### src/rtl/rfread_pkg.sv
// Shared definitions for the register-file read sequencer: FSM state encoding
// and the hardwired-zero register index.
package rfread_pkg;

    typedef enum logic [2:0] {
        IDLE = 3'd0,
        RD1  = 3'd1,
        RD2  = 3'd2,
        LAST = 3'd3,
        DONE = 3'd4
    } state_t;

    localparam logic [4:0] REG_ZERO = 5'd0;

endpackage

### src/rtl/rfread_fwd.sv
// Next-value selection for one operand register: write-port forwarding takes
// priority over the read-port capture, and index 0 always reads as zero.
module rfread_fwd
    import rfread_pkg::*;
#(
    parameter int DATA_WIDTH = 32,
    parameter int ADDR_WIDTH = 5
) (
    input  logic                  fwd_window,
    input  logic                  capture,
    input  logic [ADDR_WIDTH-1:0] idx,
    input  logic                  wr_en,
    input  logic [ADDR_WIDTH-1:0] wr_addr,
    input  logic [DATA_WIDTH-1:0] wr_data,
    input  logic [DATA_WIDTH-1:0] rd_data,
    input  logic [DATA_WIDTH-1:0] cur_op,
    output logic [DATA_WIDTH-1:0] next_op
);

    logic is_zero;
    logic hit;

    always_comb begin
        is_zero = (idx == ADDR_WIDTH'(REG_ZERO));
        hit     = fwd_window && wr_en && (wr_addr == idx) && !is_zero;
        next_op = cur_op;
        if (hit) begin
            next_op = wr_data;
        end else if (capture) begin
            next_op = is_zero ? '0 : rd_data;
        end
    end

endmodule

### src/rtl/rfread_seq.sv
// Read-side sequencer: fetches rs1 then rs2 through the single synchronous
// register-file read port, keeping both operands coherent with the write port.
module rfread_seq
    import rfread_pkg::*;
#(
    parameter int DATA_WIDTH = 32,
    parameter int ADDR_WIDTH = 5
) (
    input  logic                  RFREAD_SEQ_Clk,
    input  logic                  RFREAD_SEQ_Reset_n,
    input  logic                  RFREAD_SEQ_Start,
    input  logic [ADDR_WIDTH-1:0] RFREAD_SEQ_Rs1,
    input  logic [ADDR_WIDTH-1:0] RFREAD_SEQ_Rs2,
    output logic [ADDR_WIDTH-1:0] RFREAD_SEQ_RF_Addr,
    input  logic [DATA_WIDTH-1:0] RFREAD_SEQ_RF_RdData,
    input  logic                  RFREAD_SEQ_Wr_En,
    input  logic [ADDR_WIDTH-1:0] RFREAD_SEQ_Wr_Addr,
    input  logic [DATA_WIDTH-1:0] RFREAD_SEQ_Wr_Data,
    output logic                  RFREAD_SEQ_Busy,
    output logic                  RFREAD_SEQ_Valid,
    output logic [DATA_WIDTH-1:0] RFREAD_SEQ_Op1,
    output logic [DATA_WIDTH-1:0] RFREAD_SEQ_Op2
);

    state_t                state;
    logic [ADDR_WIDTH-1:0] rs1_q;
    logic [ADDR_WIDTH-1:0] rs2_q;
    logic [DATA_WIDTH-1:0] op1_q;
    logic [DATA_WIDTH-1:0] op2_q;
    logic [DATA_WIDTH-1:0] op1_nxt;
    logic [DATA_WIDTH-1:0] op2_nxt;
    logic                  fwd_window;

    // Forwarding is live from the first read cycle through the DONE edge.
    assign fwd_window = (state != IDLE);

    always_comb begin
        case (state)
            RD1:     RFREAD_SEQ_RF_Addr = rs1_q;
            RD2:     RFREAD_SEQ_RF_Addr = rs2_q;
            default: RFREAD_SEQ_RF_Addr = '0;
        endcase
    end

    rfread_fwd #(
        .DATA_WIDTH(DATA_WIDTH),
        .ADDR_WIDTH(ADDR_WIDTH)
    ) u_fwd_op1 (
        .fwd_window(fwd_window),
        .capture   (state == RD2),
        .idx       (rs1_q),
        .wr_en     (RFREAD_SEQ_Wr_En),
        .wr_addr   (RFREAD_SEQ_Wr_Addr),
        .wr_data   (RFREAD_SEQ_Wr_Data),
        .rd_data   (RFREAD_SEQ_RF_RdData),
        .cur_op    (op1_q),
        .next_op   (op1_nxt)
    );

    rfread_fwd #(
        .DATA_WIDTH(DATA_WIDTH),
        .ADDR_WIDTH(ADDR_WIDTH)
    ) u_fwd_op2 (
        .fwd_window(fwd_window),
        .capture   (state == LAST),
        .idx       (rs2_q),
        .wr_en     (RFREAD_SEQ_Wr_En),
        .wr_addr   (RFREAD_SEQ_Wr_Addr),
        .wr_data   (RFREAD_SEQ_Wr_Data),
        .rd_data   (RFREAD_SEQ_RF_RdData),
        .cur_op    (op2_q),
        .next_op   (op2_nxt)
    );

    always_ff @(posedge RFREAD_SEQ_Clk or negedge RFREAD_SEQ_Reset_n) begin
        if (!RFREAD_SEQ_Reset_n) begin
            state <= IDLE;
            rs1_q <= '0;
            rs2_q <= '0;
            op1_q <= '0;
            op2_q <= '0;
        end else begin
            op1_q <= op1_nxt;
            op2_q <= op2_nxt;
            case (state)
                IDLE: begin
                    if (RFREAD_SEQ_Start) begin
                        rs1_q <= RFREAD_SEQ_Rs1;
                        rs2_q <= RFREAD_SEQ_Rs2;
                        state <= RD1;
                    end
                end
                RD1:     state <= RD2;
                RD2:     state <= LAST;
                LAST:    state <= DONE;
                DONE:    state <= IDLE;
                default: state <= IDLE;
            endcase
        end
    end

    assign RFREAD_SEQ_Busy  = (state != IDLE);
    assign RFREAD_SEQ_Valid = (state == DONE);
    assign RFREAD_SEQ_Op1   = op1_q;
    assign RFREAD_SEQ_Op2   = op2_q;

endmodule

### config.mk
export PLATFORM = sky130hd
export DESIGN_NAME = rfread_seq
export DESIGN_NICKNAME = d
export VERILOG_FILES = /design/src/rtl/rfread_pkg.sv /design/src/rtl/rfread_fwd.sv /design/src/rtl/rfread_seq.sv
export SDC_FILE = /design/constraint.sdc
export NUM_CORES = 1
export LEC_CHECK = 0
export BUFFER_PORTS_ARGS = -buffer_cell sky130_fd_sc_hd__buf_2
export CAP_MARGIN = 20
export CORE_MARGIN = 3
export CORE_UTILIZATION = 39
export DETAILED_ROUTE_END_ITERATION = 10
export GPL_TIMING_DRIVEN = 0
export HOLD_SLACK_MARGIN = 0.15
export PLACE_DENSITY = 0.65
export SYNTH_ARGS = -nofsm -noshare
export SYNTH_HDL_FRONTEND = slang
export SYNTH_SLANG_ARGS = --single-unit
export TNS_END_PERCENT = 1
### constraint.sdc
create_clock -name RFREAD_SEQ_Clk -period 4.9 [get_ports RFREAD_SEQ_Clk]
set_clock_uncertainty 0.1 [all_clocks]
set_input_delay 0.245 -clock RFREAD_SEQ_Clk [delete_from_list [all_inputs] [get_ports RFREAD_SEQ_Clk]]
set_output_delay 0.245 -clock RFREAD_SEQ_Clk [all_outputs]
set_load 0.02 [all_outputs]
# ---- Word level (Yosys, flattened, before mapping)
# Cells that the tools add are included.
dict set report totals {
  output_inout_bits 71
  elab_cells 35
  inputBits 83
  regBits 77
}
dict set report classes {
  reduce_logical 14
  eq_ne 7
  n_mux 9
}
# operator n
set ops {}
lappend ops {{$mux 32} 6}
lappend ops {{$pmux 3 s4} 1}
lappend ops {{$eq 5x5->1} 2}
lappend ops {{$logic_not 5->1} 2}
lappend ops {{$pmux 5 s2} 1}
lappend ops {{$eq 3x2->1 const B} 2}
lappend ops {{$logic_and 1x1->1} 5}
lappend ops {{$reduce_bool 2->1} 2}
lappend ops {{$eq 3x1->1 const B} 1}
lappend ops {{$eq 3x3->1 const B} 1}
lappend ops {{$logic_not 3->1} 1}
lappend ops {{$mux 3} 1}
lappend ops {{$reduce_bool 3->1} 1}
lappend ops {{$logic_not 1->1} 2}
lappend ops {{$ne 2x2->1 const B} 1}
lappend ops {{$reduce_and 2->1} 1}

# ---- Logic depth before layout (Yosys ltp)
# Gate-level depths: netlist of run 1.
dict set report depth {
  ltp_word 5
  ltp_mapped 7
  depth_no_buf 5
}

# ---- By module
# Synthesis of run 1 repeated with hierarchy kept, for this count alone.
dict set report hier_totals {
  hier_cells 422
  hier_area_um2 4230.3
}
# module instances seq_area_each_um2 cells_each area_per_inst_um2
set modules_own_cells {}
lappend modules_own_cells {rfread_seq 1 1926.8 118 2230.9}
lappend modules_own_cells {rfread_fwd 2 0.0 152 999.7}

# ---- Worst setup path before layout of run 1
# OpenSTA, ideal clock, no wires.
dict set report synth_path {
  path_type {flip-flop to flip-flop}
  start {reg rs1_q[0]}
  end {reg op1_q[0], in the netlist RFREAD_SEQ_Op1[0]}
  setup_ps 125
  path_buffers 2
  setup_slack_ps 2823
  stages_incl_launch_ff 7
  required_time_ps 4675
  period_less_slack_ps 2077
  arrival_time_ps 1852
  path_cell_list {dfrtp_1 -> or4_1 -> nor2_1 -> or4_1 -> buf_4 -> buf_6 -> mux2_4}
}
dict set report synth_via {
  elab_chain_cells 4
  word_cells_on_any_way 9
  cone_classes {eq/ne: 1; mux: 3; reduce/logical: 5}
}
# element line_no
set synth_lines {}
lappend synth_lines {{start: declaration} rfread_seq.sv:26} ;# logic [ADDR_WIDTH-1:0] rs1_q;
lappend synth_lines {{start signal: assignment} rfread_seq.sv:88} ;# rs1_q <= RFREAD_SEQ_Rs1;
lappend synth_lines {{$logic_not 5->1 / $eq 5x5->1 (equally long branches)} {rfread_fwd.sv:24, rfread_fwd.sv:25}}
lappend synth_lines {{$mux 32 (tied with other cells)} rfread_fwd.sv:30} ;# next_op = is_zero ? '0 : rd_data;
lappend synth_lines {{$mux 32 / $logic_and 1x1->1 (equally long branches)} {rfread_fwd.sv:29, rfread_fwd.sv:25}}
lappend synth_lines {{$mux 32 / $reduce_bool 2->1 (equally long branches)} --}
lappend synth_lines {{end signal: assignment} rfread_seq.sv:83} ;# op1_q <= op1_nxt;
lappend synth_lines {{end: declaration} rfread_seq.sv:28} ;# logic [DATA_WIDTH-1:0] op1_q;
# Parallel ways exist; a longest one is shown, timed or not. The select of a mux whose other input is x is not followed.
# A chain may end at the register's enable or synchronous reset.

# ---- Worst setup path after layout of run 1
dict set report layout_path {
  start {reg rs1_q[0]}
  end {reg op1_q[6], in the netlist RFREAD_SEQ_Op1[6]}
}
# The elaborated chain is that of the path after synthesis.

==> results of run 1 <==
kinds of logic (layout without fill, tap and decap cells):
family,Yosys count,after routing
simple gates,121,121
compound gates,71,71
xor+xnor,10,10
flops,77,77
mux,74,74
buf+inv,30,244
cells in the final DEF (no fill, tap or decap), types with 2 or more instances in the layout:
cell type	netlist	layout
mux2_2	12	12
nor3b_1	2	2
nand2_1	100	100
mux2_1	2	2
clkinv_2	0	2
o2bb2ai_1	32	32
nor2_1	8	8
dlygate4sd3_1	0	44
buf_2	1	153
xnor2_1	10	10
dfrtp_1	77	77
a22oi_1	5	5
buf_4	2	3
clkbuf_8	0	10
buf_6	6	6
or4_1	4	4
nor2b_1	2	2
clkbuf_1	16	18
mux2_4	60	60
o21ai_0	32	32
nand3_1	2	2
buf_1	3	3
inv_1	2	2
worst paths after layout:
check,start,end,slack [ps],cells after the start
setup / recovery,rs1_q[0],RFREAD_SEQ_Op1[6],2350,5
hold / removal,RFREAD_SEQ_RF_RdData[20],RFREAD_SEQ_Op1[20],210,4
setup reg to reg,rs1_q[0],RFREAD_SEQ_Op1[6],2350,5
hold reg to reg,rs1_q[4],rs1_q[4],480,1
max in group asynchronous,RFREAD_SEQ_Reset_n,RFREAD_SEQ_Op1[14],3800,3
min in group asynchronous,RFREAD_SEQ_Reset_n,RFREAD_SEQ_Op2[30],300,2
flip-flops by register name (all words and copies together), names as in the netlist:
| name | flops |
|---|---|
| rs1_q | 5 |
| rs2_q | 5 |
| state | 3 |
| RFREAD_SEQ_Op2 | 32 |
| RFREAD_SEQ_Op1 | 32 |
metrics by stage:
stage	utilization (%)	hold WS [ps]	std cells	setup slack, ps
2_1_floorplan	-	-151	383	2820
3_3_place_gp	49.6	371	672	2360
5_1_grt	55.9	231	733	2180
3_5_place_dp	49.8	153	673	2350
6_report	55.9	213	733	2350
4_1_cts	55.9	194	733	2340
final cells by class:
cell class,instances,area [µm²],area share (%)
buffer,28,159,2.73
clock buffer,12,145,2.49
clock inverter,4,47.5,0.817
inverter,2,7.51,0.129
multi-input combinational,276,2140,36.7
sequential,77,1930,33.1
tap,136,170,2.92
timing repair buffer,198,1230,21.1
metal layers:
| layer | global-route usage [%] | up-vias | wire (µm) |
|---|---|---|---|
| li1 | - | 1745 | - |
| met5 | 0 | - | 0 |
| met4 | 5.72 | 0 | 136 |
| met2 | 34.5 | 134 | 5810 |
| met1 | 27.9 | 1763 | 5560 |
| met3 | 4.72 | 14 | 913 |
where the power goes:
| group | internal, W | leakage (nW) | switching (W) |
|---|---|---|---|
| Clock | 0.000248 | 0.0964 | 0.000233 |
| Sequential | 0.000952 | 0.947 | 0.000202 |
| Combinational | 0.00103 | 1.90 | 0.00109 |
timing repair:
action                                  in CTS  in global routing
buffers inserted                             0                  0
endpoints found under the setup margin       0                  0
hold endpoints to repair                   111                  0
hold buffers                                44                  0
worst register-to-register path: cells and delay by family (launching register included):
family / cells / cell delay [ps]
AO/OA/AOI/OAI: 1 / 130
buffers and inverters: 1 / 490
flip-flops: 1 / 430
multiplexers: 1 / 280
AND/OR/NAND/NOR: 2 / 1020
==> results_dict.tcl, run 1 <==
set metrics [dict create \
    cpMaxStageDelayCell "or4_1" \
    dp_hpwl_um 8880 \
    coreArea_um2 10400 \
    synth_xor_area_share_pct 2.07 \
    finalPower_w 0.00375 \
    slew_violations 0 \
    worstHoldPathType "input port to register" \
    synthCells 383 \
    power_leakage_nw 2.94 \
    synthMostInstantiatedCell "nand2_1" \
    grt_overflow 0 \
    ir_drop_uv 277 \
    area_growth_pct 37.6 \
    synth_top_area_share_pct 45.6 \
    cp-start-kind "register" \
    yosys_register_bits 77 \
    tightest_slew_ps 719 \
    cts_resized 0 \
    clk_path_buf_depth 2 \
    synth_common_cells "nand2_1 (100), dfrtp_1 (77), mux2_4 (60), o21ai_0 (32), o2bb2ai_1 (32)" \
    remaining_drc_errors 0 \
    ys.flop_type "dfrtp_1" \
    crit_path_cell_trace "or4_1, nor2_1, clkbuf_1, o2bb2ai_1, mux2_4" \
    antennaDiodeCount 0 \
    die-area_um2 12100 \
    antenna_found_initial 0 \
    io_pins 154 \
    grt_usage_pct 21.0 \
    fill_cells 940 \
    synth_cell_type_count 25 \
    htreeDepth 3 \
    rows 37 \
    wire_per_inst_um 16.9 \
    grt_pass1_vias 3833 \
    tns_ps 0 \
    clock_latency_ps 350 \
    cts_made_buffers 9 \
    synth_top_family_by_area "multiplexers" \
    max_stage_delay_ps 520 \
    path_max_fanout 10 \
    placed_area_um2 5190 \
    grt_max_degree 42 \
    path_clk_slew_ps 90 \
    synth_edf_count 0 \
    worstPathArrival_ps 2680 \
    setup_viol_count_final 0 \
    syn_nets 466 \
    viasPerCell 4.99 \
    dr_total_vias 3656 \
    yosysTopAreaCell "dfrtp_1" \
    worstSetupPathType "register to register" \
    drive_gt1_share_pct 42.2 \
    cp.buffers_inverters 1 \
    synth_area_leaders "dfrtp_1 (46%), mux2_4 (21%), nand2_1 (8.9%)" \
    drv_cap 0 \
    cts_root_buf "clkbuf_8" \
    relSlewSlack_pct 51.9 \
    drtIter0Drc 210 \
    dr.pass1.iters 5 \
    die_y_um 110 \
    initial_core_util_pct 40.6 \
    required_ps 5040 \
    fin_area_um2 5820 \
    status "finished clean" \
    period_minus_slack_ps 2550 \
    critPathTopFamily "simple AND/OR/NAND/NOR gates" \
    dieWidth_um 110 \
    synthMuxAreaShare_pct 25.0 \
    synth-compound-area-share_pct 11.7 \
    wl_um 12400 \
    cp-end-kind "register" \
    max_freq_ghz 0.392 \
    hold_viol 0 \
    ys_warn_count 0 \
    io_buffers 153 \
    syn_avg_cell_area_um2 11.0 \
    detail-route-antenna-nets 0 \
    syn_area_um2 4230 \
    gp_congestion 0.799 \
    cts_num_sinks 77 \
    async_reset_ff_share_pct 100 \
    grt_first_pass_wirelength_um 19500 \
    synth-simple-area-share_pct 11.7 \
    timing.final.crit_share_pct 52.0 \
    num-nets-final 675 \
    synth_fa_ha_area_share_pct 0 \
    tritoncts "built" \
    seq_area_frac_synth_pct 45.6 \
    power_density_nw_per_um2 645 \
    grt_setup_unrepaired "false" \
]
(Power assumes the default switching activity.)
==> inputs of run 2 (changes only) <==
ABC_AREA = 1   (was unset)
PLACE_DENSITY = 0.67   (was 0.65)
clock period = 2.18 ns   (was 4.9 ns; I/O delays follow)
==> run 2 against run 1 <==
  * Via count up 39%
  * Clock power up 110%
  * Clock-buffer cell count unchanged
  * Routed wire length up 22%
  * Utilization up 2.7 points
  * Total power up 110%
  * Area after synthesis up 3.3%
  * Critical path depth up 2
  * Synthesized cell count up 65%
  * Critical path type unchanged
  * Largest power group unchanged
==> results_dict.tcl, run 2 <==
set metrics [dict create \
    drtIter0Drc 491 \
    crit_path_cell_trace "xor2_1, nor2_2, nand3_4, nand2_1, nand2_1, dlygate4sd3_1, nand2_1" \
    crit_path_frequent_cell "nand2_1" \
    syn_avg_cell_area_um2 6.90 \
    num-nets-final 967 \
    setup_viol_count_final 0 \
    cp.buffers_inverters 1 \
    yosysTopAreaCell "dfrtp_1" \
    die_y_um 112 \
    tritoncts "built" \
    synth_area_leaders "dfrtp_1 (44%), nand2_1 (24%), nand3_1 (15%)" \
    synth_cell_type_count 22 \
    timing.final.crit_share_pct 92.9 \
    initial_core_util_pct 40.1 \
    worstHoldPathType "input port to asynchronous set/reset pin" \
    io_buffers 153 \
    remaining_drc_errors 0 \
    dieWidth_um 112 \
    wire_per_inst_um 14.7 \
    worstSetupPathType "register to register" \
    relSlewSlack_pct 66.9 \
    final_cell_mix "nand2_1 (279), buf_2 (173), nand3_1 (132)" \
    dp_hpwl_um 10400 \
    worstPathArrival_ps 2220 \
    setup_ws_ps 154 \
    async_reset_ff_share_pct 100 \
    antenna_found_initial 0 \
    synth_top_area_share_pct 44.1 \
    synth_common_cells "nand2_1 (279), nand3_1 (132), dfrtp_1 (77), inv_1 (51), buf_2 (21)" \
    drive_gt1_share_pct 25.0 \
    grt_max_degree 44 \
    coreArea_um2 10900 \
    regToRegStartpoint "rs1_q[1]" \
    tns_ps 0 \
    ys_warn_count 0 \
    ir_drop_uv 680 \
    placed_area_um2 5340 \
    grt_usage_pct 24.7 \
    hold_viol 0 \
    gp_congestion 0.883 \
    area_growth_pct 45.8 \
    fin_area_um2 6370 \
    synthCells 633 \
    cpMaxStageDelayCell "dlygate4sd3_1" \
    rrSetupSlack_ps 150 \
    max_stage_delay_ps 550 \
    antennaDiodeCount 0 \
    max_freq_ghz 0.494 \
    viasPerCell 4.94 \
    grt_pass1_vias 5168 \
    power_leakage_nw 3.70 \
    place_ws_ps 281 \
    cp-start-kind "register" \
    period_minus_slack_ps 2030 \
    power_density_nw_per_um2 1220 \
    required_ps 2380 \
    drv_cap 0 \
    clock_latency_ps 360 \
    synthMostInstantiatedCell "nand2_1" \
    wl_um 15200 \
    cts_root_buf "clkbuf_8" \
    dr_total_vias 5086 \
    timing.rr.end "RFREAD_SEQ_Op1[14]" \
    cp-end-kind "register" \
    grt_overflow 0 \
    placed_cells 927 \
    status "finished clean" \
    dr.pass1.iters 5 \
    finalPower_w 0.00780 \
    grt_first_pass_wirelength_um 25100 \
    slew_violations 0 \
    clk_path_buf_depth 2 \
    htreeDepth 3 \
    stdcell_count 1029 \
    syn_area_um2 4370 \
    rows 38 \
    die-area_um2 12500 \
    grt_setup_unrepaired "false" \
    layout_commonest_cell "nand2_1" \
    yosys_register_bits 77 \
    seq_area_frac_synth_pct 44.1 \
    reg2reg_depth 7 \
    path_clk_slew_ps 80 \
    path_max_fanout 8 \
    ys.flop_type "dfrtp_1" \
    syn_nets 716 \
    critPathTopFamily "simple AND/OR/NAND/NOR gates" \
    io_pins 154 \
    cts_num_sinks 77 \
    tightest_slew_ps 496 \
    cts_made_buffers 9 \
    synth_edf_count 0 \
    detail-route-antenna-nets 0 \
]
[run 2: final cells by class]
class,instances,area (µm²)
Buffer,39,230
Clock inverter,4,22.5
Multi-Input combinational cell,462,2020
Timing Repair Buffer,240,1640
Sequential cell,77,1930
Clock buffer,12,155
Tap cell,140,175
Inverter,55,206
Fill cell,984,4510
[run 2: kinds of logic (layout without fill, tap and decap cells)]
group,count (synthesis),in the layout,synth area share [%]
AND/OR/NAND/NOR,440,440,42.5
buffers and inverters,94,350,9.96
flip-flops,77,77,44.1
AO/OA/AOI/OAI,16,16,2.23
XOR/XNOR,6,6,1.20
[run 2: stage by stage]
stage,hold WS [ps],utilization (%)
2_1_floorplan,-287,-
3_3_place_gp,255,48.8
3_5_place_dp,9.40,49.1
4_1_cts,159,58.0
5_1_grt,195,58.5
6_report,145,58.5
[run 2: worst max path at each step]
stage                        start                     to  slack [ps]  depth (start not counted)
after floorplan           state[0]  RFREAD_SEQ_RF_Addr[0]         660                          6
after global placement    rs2_q[1]     RFREAD_SEQ_Op2[11]         330                          9
after detailed placement  rs2_q[1]     RFREAD_SEQ_Op2[20]         280                          9
after global routing      state[0]  RFREAD_SEQ_RF_Addr[2]          20                          7
final                     rs1_q[1]     RFREAD_SEQ_Op1[14]         150                          7
after CTS                 rs1_q[1]     RFREAD_SEQ_Op1[14]          60                          7
[run 2: per-layer routing]
metal  vias up  track usage, %  wire length, µm
met4         0            12.0              586
li1       2475               -                -
met2       244            40.6             7180
met3        59            4.89             1030
met1      2308            31.1             6370
met5         -               0                0
[run 2: timing repair]
action | in CTS | in global routing
buffers inserted | 0 | 6
gates resized for setup | 0 | 5
hold endpoints to repair | 152 | 0
hold buffers | 80 | 0
setup endpoints to repair | 0 | 7
[run 2: report_power, final]
part	switching [W]	total, W	internal, W
logic	0.00281	0.00427	0.00146
registers	0.000402	0.00252	0.00212
clock network	0.000537	0.00101	0.000471
total	0.00375	0.00780	0.00405
==> inputs of run 3 (changes only) <==
CORE_ASPECT_RATIO = 1.1   (was unset)
==> run 3 against run 2 <==
  * Flip-flop and latch count unchanged
  * Clock-buffer cell count increased by 2
  * Sequential power barely moved
  * Worst setup slack worse by 26 ps
  * Critical endpoint unchanged
  * Critical path type unchanged
  * Hold slack better by 19 ps
==> results_dict.tcl, run 3 (same netlist as run 2, synthesis figures left out) <==
set metrics [dict create \
    rows 39 \
    clkPwrFrac_pct 17.3 \
    cp-start-kind "register" \
    dieWidth_um 107 \
    timing.final.crit_share_pct 94.1 \
    die-area_um2 12500 \
    p_seq_share_pct 30.9 \
    worstPathArrival_ps 2230 \
    antenna_found_initial 0 \
    layout_commonest_cell "nand2_1" \
    io_pins 154 \
    cp-end-kind "register" \
    viasPerCell 5.02 \
    grt_usage_pct 24.9 \
    hold_viol 0 \
    wire_per_inst_um 14.9 \
    drv_cap 0 \
    drive_gt1_share_pct 24.0 \
    die_y_um 117 \
    reg2reg_depth 10 \
    ir_drop_uv 901 \
    relSlewSlack_pct 64.4 \
    gp_congestion 0.931 \
    grt_setup_unrepaired "false" \
    intPower_w 0.00443 \
    antennaDiodeCount 0 \
    io_buffers 153 \
    htreeDepth 3 \
    detail-route-antenna-nets 0 \
    cts_setup_buffers 0 \
    tns_ps 0 \
    period_minus_slack_ps 2050 \
    coreArea_um2 10600 \
    slew_violations 0 \
    required_ps 2360 \
    combPwrFrac_pct 51.8 \
    switching_share_pct 46.3 \
    area_growth_pct 47.0 \
    clk_path_buf_depth 2 \
    fill_cells 988 \
    initial_core_util_pct 41.1 \
    cts_made_buffers 9 \
    setup_ws_ps 128 \
    power.switching_w 0.00382 \
    dr_total_vias 5141 \
    power_density_nw_per_um2 1280 \
    cts_root_buf "clkbuf_16" \
    grt_overflow 0 \
    worstSetupPathType "register to register" \
    clock_latency_ps 340 \
    dp_hpwl_um 10500 \
    final_cell_mix "nand2_1 (279), buf_2 (173), nand3_1 (132)" \
    cts_num_sinks 77 \
    dr.pass1.iters 5 \
    grt_first_pass_wirelength_um 24800 \
    grt_pass1_vias 5217 \
    worstHoldPathType "input port to asynchronous set/reset pin" \
    place_ws_ps 344 \
    path_clk_slew_ps 60 \
    num-nets-final 960 \
    tritoncts "built" \
    power_leakage_nw 3.72 \
    max_freq_ghz 0.487 \
    remaining_drc_errors 0 \
    path_max_fanout 5 \
    drtIter0Drc 422 \
    wl_um 15300 \
    tightest_slew_ps 534 \
    status "finished clean" \
    grt_max_degree 47 \
    setup_viol_count_final 0 \
]
==> run 3: path summary, 6_finish.rpt <==
check | start | to | slack, ps
min reg2reg | RFREAD_SEQ_Op1[25] | RFREAD_SEQ_Op1[25] | 400
max | state[0] | RFREAD_SEQ_Op1[14] | 130
max reg2reg | state[0] | RFREAD_SEQ_Op1[14] | 130
min in group RFREAD_SEQ_Clk | RFREAD_SEQ_Wr_En | RFREAD_SEQ_Op2[0] | 180
min | RFREAD_SEQ_Reset_n | RFREAD_SEQ_Op2[2] | 160
max in group asynchronous | RFREAD_SEQ_Reset_n | RFREAD_SEQ_Op2[13] | 1240
==> run 3: power by group through the flow <==
stage / Sequential [W] / Combinational [W] / Clock (W)
2_1_floorplan: 0.00319 / 0.00206 / 0
3_3_place_gp: 0.00253 / 0.00404 / 0
3_5_place_dp: 0.00256 / 0.00413 / 0
4_1_cts: 0.00254 / 0.00426 / 0.00146
5_1_grt: 0.00260 / 0.00475 / 0.00152
6_report: 0.00255 / 0.00428 / 0.00143
==> run 3: cell type report <==
type | instances | area, µm² | share of cell area, %
clock buffer | 14 | 274 | 4.26
buffer | 39 | 229 | 3.56
sequential | 77 | 1930 | 30.0
multi-input combinational | 462 | 2020 | 31.4
timing repair buffer | 233 | 1590 | 24.7
tap | 143 | 179 | 2.78
inverter | 55 | 206 | 3.21
clock inverter | 1 | 5.00 | 0.0779
==> run 3: metrics by stage <==
step                      hold slack [ps]  util (%)  total power (W)  instances  instance area [µm²]
after global placement                253      50.0          0.00657        929                 5320
after floorplan                      -287         -          0.00525        633                 4370
final                                 164      60.4          0.00825       1024                 6420
after global routing                  216      60.4          0.00887       1024                 6420
after detailed placement            -14.0      50.2          0.00668        930                 5350
after CTS                             161      60.3          0.00825       1024                 6410
==> run 3: routing by layer <==
layer	share of wire (%)	vias to the layer above	wire (µm)	global-route usage, %
li1	-	2469	-	-
met1	42	2376	6350	30.9
met2	48	251	7370	42.6
met3	6.9	45	1050	4.94
met4	3.2	0	482	10.7
met5	0	-	0	0
==> run 3: critical path: stages, from the launching register on <==
cell and delay (ps):
dfrtp_1 410, nor2_2 180, inv_1 80, nor2_1 150, nand2_1 90, inv_1 160
nand2_1 80, nand2_1 70, nand2_1 60, dlygate4sd3_1 560, nand2_1 60
==> run 3: repair_timing <==
| item | CTS | global route |
|---|---|---|
| hold buffers | 79 | 0 |
| endpoints found under the setup margin | 0 | 2 |
| gates resized for setup | 0 | 2 |
| hold endpoints to repair | 152 | 0 |
